$ cat config.mk
export PLATFORM = sky130hd
export DESIGN_NAME = vga_timing_gen
export DESIGN_NICKNAME = d
export VERILOG_FILES = /design/src/rtl/vga_timing_gen.sv
export SDC_FILE = /design/constraint.sdc
export NUM_CORES = 1
export LEC_CHECK = 0
export ABC_AREA = 1
export CORE_MARGIN = 2
export CORE_UTILIZATION = 38
export CTS_CLUSTER_DIAMETER = 80
export DETAILED_ROUTE_END_ITERATION = 7
export PLACE_DENSITY = 0.59
export SLEW_MARGIN = 20
export SYNTH_ARGS = -nofsm -noshare
export SYNTH_HDL_FRONTEND = slang
export SYNTH_SLANG_ARGS = --single-unit
$ cat constraint.sdc
create_clock -name pclk -period 1.6 [get_ports pclk]
set_input_delay 0.32 -clock pclk [delete_from_list [all_inputs] [get_ports pclk]]
set_output_delay 0.32 -clock pclk [all_outputs]
set_load 0.005 [all_outputs]
$ cat src/rtl/vga_timing_gen.sv
// vga_timing_gen -- parametrised raster timing generator.
//
// A pixel counter (h_cnt) and a line counter (v_cnt) walk the raster in
// the order SYNC, BP, ACTIVE, FP on each axis, with count 0 being the first
// sync cycle/line. All outputs are registered decodes of the counters, so
// the pins show position (h,v) one pclk after the counters held it.
//
// Ports:
//   pclk    pixel clock, rising edge
//   rstn    asynchronous active-low reset
//   en      run enable; counters advance and outputs update only when high
//   resync  (VGA_TIMING_RESYNC_EN only) load counters to (0,0), beats en
//   hs, vs  sync pulses, active level set by HS_POL / VS_POL
//   hen     horizontal active region
//   ven     vertical active region
//   de      hen & ven
//   x, y    active pixel column / active line, 0 outside the active region
//   sof     one-cycle strobe when outputs show position (0,0)
//   eol     one-cycle strobe on the last active pixel of an active line
//
// Optional feature macro: VGA_TIMING_RESYNC_EN (adds the resync input).
module vga_timing_gen #(
  parameter int unsigned H_SYNC   = 120,
  parameter int unsigned H_BP     = 64,
  parameter int unsigned H_ACTIVE = 800,
  parameter int unsigned H_FP     = 56,
  parameter int unsigned V_SYNC   = 6,
  parameter int unsigned V_BP     = 23,
  parameter int unsigned V_ACTIVE = 600,
  parameter int unsigned V_FP     = 37,
  parameter int unsigned HS_POL   = 1,
  parameter int unsigned VS_POL   = 1,
  parameter int unsigned CW       = 12
) (
  input  logic          pclk,
  input  logic          rstn,
  input  logic          en,
`ifdef VGA_TIMING_RESYNC_EN
  input  logic          resync,
`endif
  output logic          hs,
  output logic          vs,
  output logic          hen,
  output logic          ven,
  output logic          de,
  output logic [CW-1:0] x,
  output logic [CW-1:0] y,
  output logic          sof,
  output logic          eol
);

  localparam int unsigned H_TOTAL = H_SYNC + H_BP + H_ACTIVE + H_FP;
  localparam int unsigned V_TOTAL = V_SYNC + V_BP + V_ACTIVE + V_FP;

  localparam logic [CW-1:0] H_LAST      = CW'(H_TOTAL - 1);
  localparam logic [CW-1:0] V_LAST      = CW'(V_TOTAL - 1);
  localparam logic [CW-1:0] H_SYNC_END  = CW'(H_SYNC);
  localparam logic [CW-1:0] V_SYNC_END  = CW'(V_SYNC);
  localparam logic [CW-1:0] H_ACT_START = CW'(H_SYNC + H_BP);
  localparam logic [CW-1:0] V_ACT_START = CW'(V_SYNC + V_BP);
  localparam logic [CW-1:0] H_ACT_END   = CW'(H_SYNC + H_BP + H_ACTIVE);
  localparam logic [CW-1:0] V_ACT_END   = CW'(V_SYNC + V_BP + V_ACTIVE);
  localparam logic [CW-1:0] H_ACT_LAST  = CW'(H_SYNC + H_BP + H_ACTIVE - 1);

  localparam logic HS_ACT = (HS_POL != 0);
  localparam logic VS_ACT = (VS_POL != 0);

  logic [CW-1:0] h_cnt, v_cnt;
  logic [CW-1:0] h_next, v_next;
  logic          h_wrap;
  logic          load_zero;

  logic          hs_d, vs_d, hen_d, ven_d, de_d, sof_d, eol_d;
  logic [CW-1:0] x_d, y_d;

`ifdef VGA_TIMING_RESYNC_EN
  assign load_zero = resync;
`else
  assign load_zero = 1'b0;
`endif

  // Counter advance: line counter steps only on the pixel-counter wrap.
  always_comb begin
    h_wrap = (h_cnt == H_LAST);
    h_next = h_wrap ? '0 : h_cnt + 1'b1;
    v_next = v_cnt;
    if (h_wrap) begin
      v_next = (v_cnt == V_LAST) ? '0 : v_cnt + 1'b1;
    end
  end

  always_ff @(posedge pclk or negedge rstn) begin
    if (!rstn) begin
      h_cnt <= '0;
      v_cnt <= '0;
    end else if (load_zero) begin
      h_cnt <= '0;
      v_cnt <= '0;
    end else if (en) begin
      h_cnt <= h_next;
      v_cnt <= v_next;
    end
  end

  // Decode of the current counter position; registered below.
  always_comb begin
    hs_d  = (h_cnt < H_SYNC_END) ? HS_ACT : ~HS_ACT;
    vs_d  = (v_cnt < V_SYNC_END) ? VS_ACT : ~VS_ACT;
    hen_d = (h_cnt >= H_ACT_START) && (h_cnt < H_ACT_END);
    ven_d = (v_cnt >= V_ACT_START) && (v_cnt < V_ACT_END);
    de_d  = hen_d && ven_d;
    x_d   = hen_d ? (h_cnt - H_ACT_START) : '0;
    y_d   = ven_d ? (v_cnt - V_ACT_START) : '0;
    sof_d = (h_cnt == '0) && (v_cnt == '0);
    eol_d = de_d && (h_cnt == H_ACT_LAST);
  end

  // While paused every output holds, except the strobes which drop so a
  // held position cannot emit a second sof/eol.
  always_ff @(posedge pclk or negedge rstn) begin
    if (!rstn) begin
      hs  <= ~HS_ACT;
      vs  <= ~VS_ACT;
      hen <= 1'b0;
      ven <= 1'b0;
      de  <= 1'b0;
      x   <= '0;
      y   <= '0;
      sof <= 1'b0;
      eol <= 1'b0;
    end else if (en) begin
      hs  <= hs_d;
      vs  <= vs_d;
      hen <= hen_d;
      ven <= ven_d;
      de  <= de_d;
      x   <= x_d;
      y   <= y_d;
      sof <= sof_d;
      eol <= eol_d;
    end else begin
      sof <= 1'b0;
      eol <= 1'b0;
    end
  end

endmodule

Word-level counts from Yosys, hierarchy flattened
Cells that the tools add are included.

storage, ports and cells
  flip-flop bits (word level) = 55
  input port bits = 3
  word-level logic and storage cells = 40

cells by class
  add/sub/neg operators = 4
  magnitude comparators = 6
  equality and inequality tests = 3
  multiplexer cells = 8
  reductions and logical operators = 8

operators by type and width
  operator                 count
  $mux W12                 4
  $add A12 B1 Y12 const B  2
  $eq A12 B10 Y1 const B   2
  $logic_not A12 Y1        2
  $lt A12 B10 Y1 const B   2
  $eq A12 B11 Y1 const B   1
  $ge A12 B5 Y1 const B    1
  $ge A12 B8 Y1 const B    1
  $lt A12 B3 Y1 const B    1
  $lt A12 B7 Y1 const B    1
  $sub A12 B5 Y12 const B  1
  $sub A12 B8 Y12 const B  1
  $logic_and A1 B1 Y1      5
  $mux W1                  4
  $reduce_and A2 Y1        1

Depth between registers and ports, before layout
Gate-level depths: netlist of run 1.

  depth in word-level cells = 5
  depth in mapped cells = 10
  depth with buffers taken out = 10

Least setup slack after synthesis of run 1
No wires, ideal clock.

  path type = register to register
  from = register v_cnt[0]
  to = register eol
  setup time = 71 ps
  arrival = 1,425 ps
  required time = 1,529 ps
  slack = 103 ps
  stages on the path, launching flop included = 11
  buffers on the path = 0
  cells stage by stage = dfrtp_1 -> inv_1 -> ha_1 -> inv_1 -> nand2_1 -> nand2_1 -> nand3_1 -> nand2_1 -> nor2_4 -> nand2_1 -> nor2_1

between the ends
  longest elaborated chain between the ends = 5
  elaborated cells between the ends (all ways) = 6
  classes of those cells = order compare: 2; mux: 1; reduce/logical: 3

RTL lines
  what                                             RTL line  source
  start: declaration                               68        logic [CW-1:0] h_cnt, v_cnt;
  start signal: assignment                         101       v_cnt <= v_next;
  $ge A12 B5 Y1 or $lt A12 B10 Y1 (tied branches)  110       ven_d = (v_cnt >= V_ACT_START) && (v_cnt < V_ACT_END);
  $logic_and A1 B1 Y1 (*)                          110
  $logic_and A1 B1 Y1 (*)                          111       de_d = hen_d && ven_d;
  $logic_and A1 B1 Y1 (*)                          115       eol_d = de_d && (h_cnt == H_ACT_LAST);
  $mux W1 (*)                                      131       end else if (en) begin
  end signal: assignment                           140       eol <= eol_d;
  end: declaration                                 49        output logic eol

Every way passes the cells marked *; elsewhere a longest branch is shown, timed or not.
A chain may end at the register's enable or synchronous reset.

Final worst setup path of run 1
  from = register v_cnt[6]
  to = register y[4]

between the ends
  longest elaborated chain between the ends = 3
  elaborated cells between the ends (all ways) = 4
  classes of those cells = order compare: 2; mux: 1; reduce/logical: 1

RTL lines
  what                                             RTL line  source
  $ge A12 B5 Y1 or $lt A12 B10 Y1 (tied branches)  110
  $logic_and A1 B1 Y1 (*)                          110
  $mux W12 (*)                                     113       y_d = ven_d ? (v_cnt - V_ACT_START) : '0;
  end signal: assignment                           138       y <= y_d;
  end: declaration                                 47        output logic [CW-1:0] y,

Marked as above.

==> impl_metrics.ini, run 1 <==
[status]
status = finished, violations left
violations = negative hold slack

[logic_synthesis]
syn_area_sq_um = 3160
syn_avg_cell_area_sq_um = 7.50
yosysSeqAreaShare_pct = 43.6
synth.most_common_cell = nand2_1
syn-num-nets = 431
synth_cells = 421
async_reset_ff_share_pct = 100
synth_top_cell_by_area = dfrtp_1
yosys_most_used_dff = dfrtp_1
yosys_warnings = 0
synth_commonest_cells = nand2_1 (133), dfrtp_1 (55), nand3_1 (51)
synth_top_area_share_pct = 43.6
synth-edff-count = 0
synthDistinctLibCells = 29
ys_ff_latch = 55
synth.area.top_cells = dfrtp_1 (44%), nand2_1 (16%), nand3_1 (8.1%)

[critical_path]
worstPathCellList = inv_1 -> nor3_1 -> nand3_2 -> nand2_2 -> nor2_4 -> nand3_1 -> nand2_1
start_kind = register
cp_slowest_cell = dfrtp_1
cp.depth = 7
reg2reg_depth = 7
r2r_slack_ns = 0.08
cp_num_buf_inv = 1
cpPeakStageDelay_ns = 0.50
end_kind = register
cp_max_fo = 8
critical_path_required_ns = 1.81
arrival_ns = 1.73
crit_type = reg -> reg
critPathTopFamily = simple AND/OR/NAND/NOR gates

[global_routing]
grt_overflow = 0
grt_pass1_wl_mm = 12.9
grt_max_degree = 56
antenna_found_initial = 0
grt_use_total_pct = 18.0
grt_pass1_vias = 2623

[timing]
hold_viol_final = 21
slew_headroom_pct = 78.0
holdWs_ns = -0.0227
layout_min_cycle_time_ns = 1.52
finalSetupViolations = 0
fin_worst_skew_ns = 0.0126
fmax_mhz = 657
timing.final.crit_share_pct = 95.1
tightest_slew_ns = 0.328
rsz0062_at_grt = yes
maxSlewViolCount = 0

[final_layout]
design_area_sq_um = 3990
drive_gt1_share_pct = 20.0
area_growth_pct = 26.2
final_cells = 586
fin_nets = 490
n_fill_cell = 779
final-seq-area_sq_um = 1390
antenna_cells = 0
fin_util_pct = 49.0
multi_input_area_sq_um = 1590

[flow_run]
maxCapViolCount = 0

[floorplan]
die_h_microns = 95.2
core_sq_um = 8130
initial_core_util_pct = 38.8
die-area_sq_um = 9060
std_cell_rows = 33
chipWidth_microns = 95.2
io_pins = 34

[cts]
cts_hold_buffers = 0
root_buffer = clkbuf_8
cts_max_level = 2
cts_buffers = 5
clk_pin_slew_ns = 0.10
clkLatencyLatePin_ns = 0.31
clock_sinks = 55
cts_tree = yes
cts.path.max_buffers = 2

[placement]
dp_hpwl_mm = 5.65
place_area_sq_um = 3740
dpl.cell_count = 570
port_buffers = 33
gp_congestion = 0.916

[pwr]
p_per_area_nw_per_um2 = 816
power.total_mw = 3.25
ir_worst_vdd_v = 0.000390
p_leak_nw = 1.85

[route]
ant_nets = 0
drc = 0
wirelength_mm = 7.79
num_vias = 2907
wl_per_cell_microns = 13.3
dr.pass1.iters = 5
drtIter0Drc = 213
vias_per_cell = 4.96

[hold_path]
hold_path_class = in -> async
-- metal layers --
| layer | vias to the layer above | global-route usage, % | wire [microns] |
|---|---|---|---|
| met5 | - | 0 | 0 |
| met4 | 0 | 4.71 | 118 |
| met3 | 12 | 1.66 | 315 |
| met2 | 81 | 26.7 | 3340 |
| met1 | 1356 | 27.8 | 4010 |
| li1 | 1458 | - | - |
-- worst paths after layout --
kind / endpoint / from
setup / recovery: y[4] / v_cnt[6]
hold / removal: v_cnt[0] / rstn
setup reg to reg: y[4] / v_cnt[6]
hold reg to reg: x[4] / x[4]
max in group asynchronous: h_cnt[9] / rstn
min in group pclk: x[4] / x[4]
-- cells by family after synthesis --
group	Yosys count	share of synthesized area, %
buf+inv	57	8.16
fa+ha+maj	7	2.77
compound gates	41	6.65
flops	55	43.6
xor+xnor	11	3.05
simple gates	250	35.8
-- state kept, by name (all words and copies together) (netlist names) --
signal and count:
eol 1, v_cnt 12, hs 1, ven 1, sof 1, y 12
x 12, vs 1, hen 1, h_cnt 12, de 1
-- per-stage QoR --
step / worst slack [ns] / TNS [ns]
3_3_place_gp: -0.107 / -0.722
6_report: 0.0779 / 0
3_5_place_dp: -0.196 / -1.42
5_1_grt: -0.0340 / -0.295
4_1_cts: 0.0139 / 0
2_1_floorplan: 0.103 / 0
-- cell usage in the layout (no fill, tap or decap), types with 2 or more instances in the layout --
cell type and count:
a21oi_1 8, and3_1 2, buf_12 3, buf_4 29
clkbuf_8 6, clkdlybuf4s50_1 32, clkinv_1 2, clkinvlp_4 2
dfrtp_1 47, dfrtp_2 8, ha_1 4, ha_2 2
inv_1 30, inv_2 9, nand2_1 128, nand2_2 10
nand3_1 46, nand3_2 7, nand4_1 6, nor2_1 33
nor2_2 6, nor2_4 6, nor3_1 2, nor3_2 2
o21ai_0 17, o21ai_1 14, xor2_1 11
-- power breakdown --
group          switching, mW  internal [mW]  leakage (nW)
Clock                  0.472          0.355        0.0474
Sequential             0.122           1.49         0.706
Combinational          0.474          0.340          1.10
-- what timing repair did --
| action | CTS | global route |
|---|---|---|
| pin swaps | 1 | 5 |
| buffers inserted | 2 | 5 |
| cloned | 0 | 1 |
| setup endpoints to repair | 2 | 39 |
| gates resized for setup | 0 | 33 |
-- layout make-up --
| type | count | area share [%] |
|---|---|---|
| timing repair buffer | 66 | 15.4 |
| multi-input combinational | 310 | 40.0 |
| tap | 105 | 3.30 |
| sequential | 55 | 34.8 |
| inverter | 42 | 4.05 |
| clock buffer | 6 | 2.07 |
| clock inverter | 2 | 0.408 |
Note: power is estimated with default switching activity, not from simulation.
==> run 2, diff against run 1 <==
CELL_PAD_IN_SITES_DETAIL_PLACEMENT = 2   (was not set)
CELL_PAD_IN_SITES_GLOBAL_PLACEMENT = 2   (was not set)
CORE_UTILIZATION = 30   (was 38)
PLACE_DENSITY = 0.76   (was 0.59)
==> run 2 against run 1 <==
Effect of this change: the flow finishes with violations (negative setup slack); power increased by 23%; worst hold slack improved by 0.45 ns; utilization decreased by 5.4 points; critical endpoint is now sof.
==> impl_metrics.ini, run 2 (synthesized netlist as in run 1, its figures left out) <==
[status]
status = finished, violations left
violations = negative setup slack

[timing]
fin_worst_skew_ns = 0.0161
slew_headroom_pct = 63.3
maxSlewViolCount = 0
fmax_mhz = 572
hold_viol_final = 0
holdWs_ns = 0.427
tightest_slew_ns = 0.545
layout_min_cycle_time_ns = 1.75
setup_ws_ns = -0.148
finalSetupViolations = 25
rsz0062_at_grt = yes
timing.final.crit_share_pct = 109

[flow_run]
maxCapViolCount = 0

[floorplan]
initial_core_util_pct = 30.7
die-area_sq_um = 11400
std_cell_rows = 37
io_pins = 34
die_h_microns = 107
core_sq_um = 10300
chipWidth_microns = 107

[placement]
dp_hpwl_mm = 8.53
port_buffers = 33
place_area_sq_um = 3920
gp_congestion = 0.830

[cts]
root_buffer = clkbuf_8
cts_buffers = 5
clock_sinks = 55
cts_max_level = 2
clkLatencyLatePin_ns = 0.34
cts.path.max_buffers = 2
cts_tree = yes
clk_pin_slew_ns = 0.11

[final_layout]
final-seq-area_sq_um = 1390
area_growth_pct = 41.9
n_fill_cell = 1155
multi_input_area_sq_um = 1770
fin_util_pct = 43.6
design_area_sq_um = 4480
fin_nets = 521
final_common_cell = nand2_1
drive_gt1_share_pct = 32.2
final_cell_mix = nand2_1 (118), buf_4 (57), dfrtp_1 (42)
antenna_cells = 0

[pwr]
p_per_area_nw_per_um2 = 894
power.total_mw = 4.01
ir_worst_vdd_v = 0.000363
p_leak_nw = 2.04

[critical_path]
cp_max_fo = 4
start_kind = register
end_kind = register
critical_path_required_ns = 1.88
crit_type = reg -> reg
arrival_ns = 2.03

[global_routing]
grt_use_total_pct = 20.7
antenna_found_initial = 0
grt_pass1_wl_mm = 18.6
grt_pass1_vias = 3457
grt_overflow = 0
grt_max_degree = 26

[route]
num_vias = 3400
drtIter0Drc = 214
ant_nets = 0
wirelength_mm = 15.2
dr.pass1.iters = 4
vias_per_cell = 5.25
drc = 0
wl_per_cell_microns = 23.4

[hold_path]
hold_path_class = in -> async
==> run 2: changes by cell type in the layout (fill, tap and decap cells not counted), sizes merged <==
cell,previous run,this run
bufinv,0,2
inv,39,41
clkinvlp,2,1
dlygate4sd3,0,1
buf,34,63
clkinv,3,1
==> run 2: layout make-up <==
type | instances | area share [%]
clock buffers | 5 | 1.54
clock inverters | 3 | 1.51
inverters | 42 | 3.52
multi-input cells | 310 | 39.6
flip-flops and latches | 55 | 31.1
well taps | 136 | 3.80
repair buffers | 97 | 19.0
==> run 2: metal layers <==
metal	share of wire (%)	track usage, %	vias up	routed length [microns]
li1	-	-	1520	-
met1	45	29.4	1771	6750
met2	50	34.2	86	7600
met3	3.5	2.31	23	537
met4	1.8	4.45	0	279
met5	0	0	-	0
==> run 2: what timing repair did <==
| action | 4_1_cts | 5_1_grt |
|---|---|---|
| pin swaps | 2 | 23 |
| hold endpoints to repair | 8 | 0 |
| cloned | 1 | 0 |
| resized for setup | 12 | 79 |
| setup buffers | 0 | 19 |
| hold buffers | 1 | 0 |
| endpoints found under the setup margin | 22 | 48 |
==> run 2: metrics by stage <==
stage	std cells	setup WS (ns)	TNS [ns]
global placement	619	-0.0686	-0.429
CTS	629	-0.0214	-0.0417
global route	648	-0.212	-4.40
floorplan	421	0.103	0
detailed placement	619	-0.200	-2.05
finish	648	-0.148	-1.50
==> run 2: worst paths after layout <==
check	to	start	slack (ns)	depth (start not counted)
max in group asynchronous	y[0]	rstn	0.56	3
min	h_cnt[10]	rstn	0.43	2
min in group pclk	x[8]	x[8]	0.51	2
min reg2reg	x[8]	x[8]	0.51	2
max reg2reg	sof	v_cnt[1]	-0.15	7
max	sof	v_cnt[1]	-0.15	7
==> run 2: power breakdown <==
| group | total, mW | internal (mW) | switching, mW | leakage, nW |
|---|---|---|---|---|
| clock | 1.16 | 0.625 | 0.532 | 0.0644 |
| sequential | 1.63 | 1.49 | 0.136 | 0.701 |
| combinational | 1.22 | 0.489 | 0.729 | 1.28 |
| total | 4.01 | 2.61 | 1.40 | 2.04 |
==> run 2: critical path: stages (launching register included) <==
cell	delay, ns
dfrtp_1	0.41
inv_2	0.12
buf_4	0.12
buf_4	0.10
ha_1	0.15
nand3_1	0.10
nor4_1	0.43
and3_1	0.25
==> run 3, diff against run 2 <==
--- a/config.mk
+++ b/config.mk
@@ -13,5 +13,5 @@
 export CTS_CLUSTER_DIAMETER = 80
 export DETAILED_ROUTE_END_ITERATION = 7
-export PLACE_DENSITY = 0.76
+export PLACE_DENSITY_LB_ADDON = 0.1
 export SLEW_MARGIN = 20
 export SYNTH_ARGS = -nofsm -noshare
==> constraint.sdc (replaced) <==
create_clock -name pclk -period 1.6 [get_ports pclk]
set_input_delay 0.32 -clock pclk [delete_from_list [all_inputs] [get_ports pclk]]
set_output_delay 0.32 -clock pclk [all_outputs]
set_load 0.1 [all_outputs]
==> run 3 against run 2 <==
Effect of this change: the run still ends with negative setup slack left; design area increased by 5.0%; global-route usage increased by 0.057 points; largest cell class unchanged; wire length decreased by 18%; via count decreased by 6.8%; power decreased by 3.2%; register-to-register slack improved by 0.05 ns; final cell count decreased by 0.77%; fmax increased by 3.2%; critical endpoint is now eol; sequential cell count unchanged; die area unchanged.
==> impl_metrics.ini, run 3 (synthesized netlist as in run 1, its figures left out) <==
[timing]
maxSlewViolCount = 0
layout_min_cycle_time_ns = 1.69
rsz0062_at_grt = yes
tightest_slew_ns = 0.504
slew_headroom_pct = 66.4
fin_worst_skew_ns = 0.00912
timing.final.crit_share_pct = 106
holdWs_ns = 0.507
fmax_mhz = 590
hold_viol_final = 0
finalSetupViolations = 20
timing.setup.tns_ns = -1.04
setup_ws_ns = -0.0946

[global_routing]
grt_max_degree = 31
met3_usage_pct = 2.80
grt_overflow = 0
grt_pass1_vias = 3452
grt_pass1_wl_mm = 18.5
grt_util_met2_pct = 33.7
grt_util_met1_pct = 29.5
grt_use_total_pct = 20.8
grt.busiest_layer = met2
antenna_found_initial = 0

[placement]
port_buffers = 33
dp_hpwl_mm = 8.79
place_area_sq_um = 4190
gp_congestion = 0.835

[critical_path]
rr_endpoint = eol
cpPeakStageDelay_ns = 0.47
crit_type = reg -> reg
cp_max_fo = 6
crit_end = eol
r2r_slack_ns = -0.09
arrival_ns = 1.96
cp_num_buf_inv = 2
worstPathCellList = clkinvlp_4 -> nand2_1 -> nor2_1 -> nand2_1 -> nand2_2 -> nor2_4 -> nor2_4 -> buf_4 -> nand2_2 -> nor2_2
crit_start = h_cnt[0]
cp_slowest_cell = dfrtp_2
critPathTopFamily = simple AND/OR/NAND/NOR gates
reg2reg_depth = 10
start_kind = register
r2r_start = h_cnt[0]
critical_path_required_ns = 1.87
cp.depth = 10
end_kind = register

[final_layout]
final_cell_mix = nand2_1 (125), buf_4 (51), dfrtp_1 (42)
antenna_cells = 0
n_fill_cell = 1143
design_area_sq_um = 4700
drive_gt1_share_pct = 35.1
fin_nets = 516
final_common_cell = nand2_1
area_growth_pct = 48.9

[pwr]
p_seq_share_pct = 43.1
comb_power_share_pct = 33.6
ir_worst_vdd_v = 0.000341
p_per_area_nw_per_um2 = 824
pwr-share-clk_pct = 23.3
switching_power_mw = 1.48
p_sw_share_pct = 38.2
p_leak_nw = 2.16
p_int_mw = 2.40

[floorplan]
die-area_sq_um = 11400
core_sq_um = 10300
chipWidth_microns = 107
die_h_microns = 107
io_pins = 34
initial_core_util_pct = 30.7
std_cell_rows = 37

[flow_run]
maxCapViolCount = 0

[route]
vias_per_cell = 4.93
drc = 0
wl_per_cell_microns = 19.3
dr.pass1.iters = 4
num_vias = 3170
wirelength_mm = 12.4
ant_nets = 0
drtIter0Drc = 121

[status]
status = finished, violations left
violations = negative setup slack

[cts]
cts_tree = yes
clk_pin_slew_ns = 0.11
cts_buffers = 5
cts.path.max_buffers = 2
root_buffer = clkbuf_8
clkLatencyLatePin_ns = 0.33
clock_sinks = 55
cts_max_level = 2

[hold_path]
hold_path_class = in -> async
[run 3: cell types whose count changed in the layout (fill, tap and decap cells not counted), sizes merged]
cell | previous run | this run
buf | 63 | 91
bufinv | 2 | 0
clkbuf | 6 | 7
clkdlybuf4s50 | 32 | 1
clkinvlp | 1 | 2
inv | 41 | 40
nor2 | 45 | 44
[run 3: worst reg2reg max path, cell delays in order, from the launching register on]
cell,delay (ns)
dfrtp_2,0.47
clkinvlp_4,0.18
nand2_1,0.08
nor2_1,0.21
nand2_1,0.13
nand2_2,0.10
nor2_4,0.04
nor2_4,0.11
buf_4,0.15
nand2_2,0.06
nor2_2,0.10
[run 3: power by group through the flow]
stage | sequential [mW] | combinational (mW) | clock (mW)
6_report | 1.67 | 1.30 | 0.903
5_1_grt | 1.69 | 1.40 | 0.963
4_1_cts | 1.65 | 1.09 | 0.921
3_5_place_dp | 1.67 | 1.08 | 0
3_3_place_gp | 1.66 | 1.05 | 0
2_1_floorplan | 1.80 | 0.412 | 0
[run 3: worst min path at each step]
| stage | startpoint | end | slack [ns] | cells past startpoint |
|---|---|---|---|---|
| 2_1_floorplan | rstn | de | 0.02 | 0 |
| 3_3_place_gp | rstn | x[10] | 0.30 | 1 |
| 3_5_place_dp | rstn | x[10] | 0.31 | 1 |
| 4_1_cts | rstn | h_cnt[10] | 0.48 | 2 |
| 5_1_grt | rstn | x[10] | 0.53 | 2 |
| 6_report | rstn | h_cnt[10] | 0.51 | 2 |
[run 3: timing repair]
| item | 4_1_cts | 5_1_grt |
|---|---|---|
| pin swaps | 3 | 18 |
| hold endpoints to repair | 15 | 0 |
| buffers inserted | 4 | 15 |
| hold buffers | 1 | 0 |
| endpoints found under the setup margin | 35 | 46 |
| resized for setup | 7 | 64 |
[run 3: final cells by class]
cell class	count	area, sq um	share of cell area (%)
clock buffer	7	96.3	2.05
clock inverter	1	7.51	0.160
inverter	42	161	3.43
multi-input combinational	309	1710	36.4
sequential	55	1390	29.6
tap	136	170	3.62
timing repair buffer	93	1160	24.7
[run 3: metrics by stage]
step | instances | power, mW | util (%) | setup WS [ns]
floorplan | 421 | 2.22 | - | 0.103
global placement | 615 | 2.72 | 40.8 | -0.0463
detailed placement | 615 | 2.75 | 40.8 | -0.224
CTS | 628 | 3.66 | 42.6 | -0.0133
global route | 643 | 4.05 | 45.8 | -0.215
finish | 643 | 3.88 | 45.8 | -0.0946
[run 3: per-layer routing]
layer	wire length, microns	share of wire (%)
met1	5790	47
met2	5990	48
met3	404	3.3
met4	206	1.7
met5	0	0
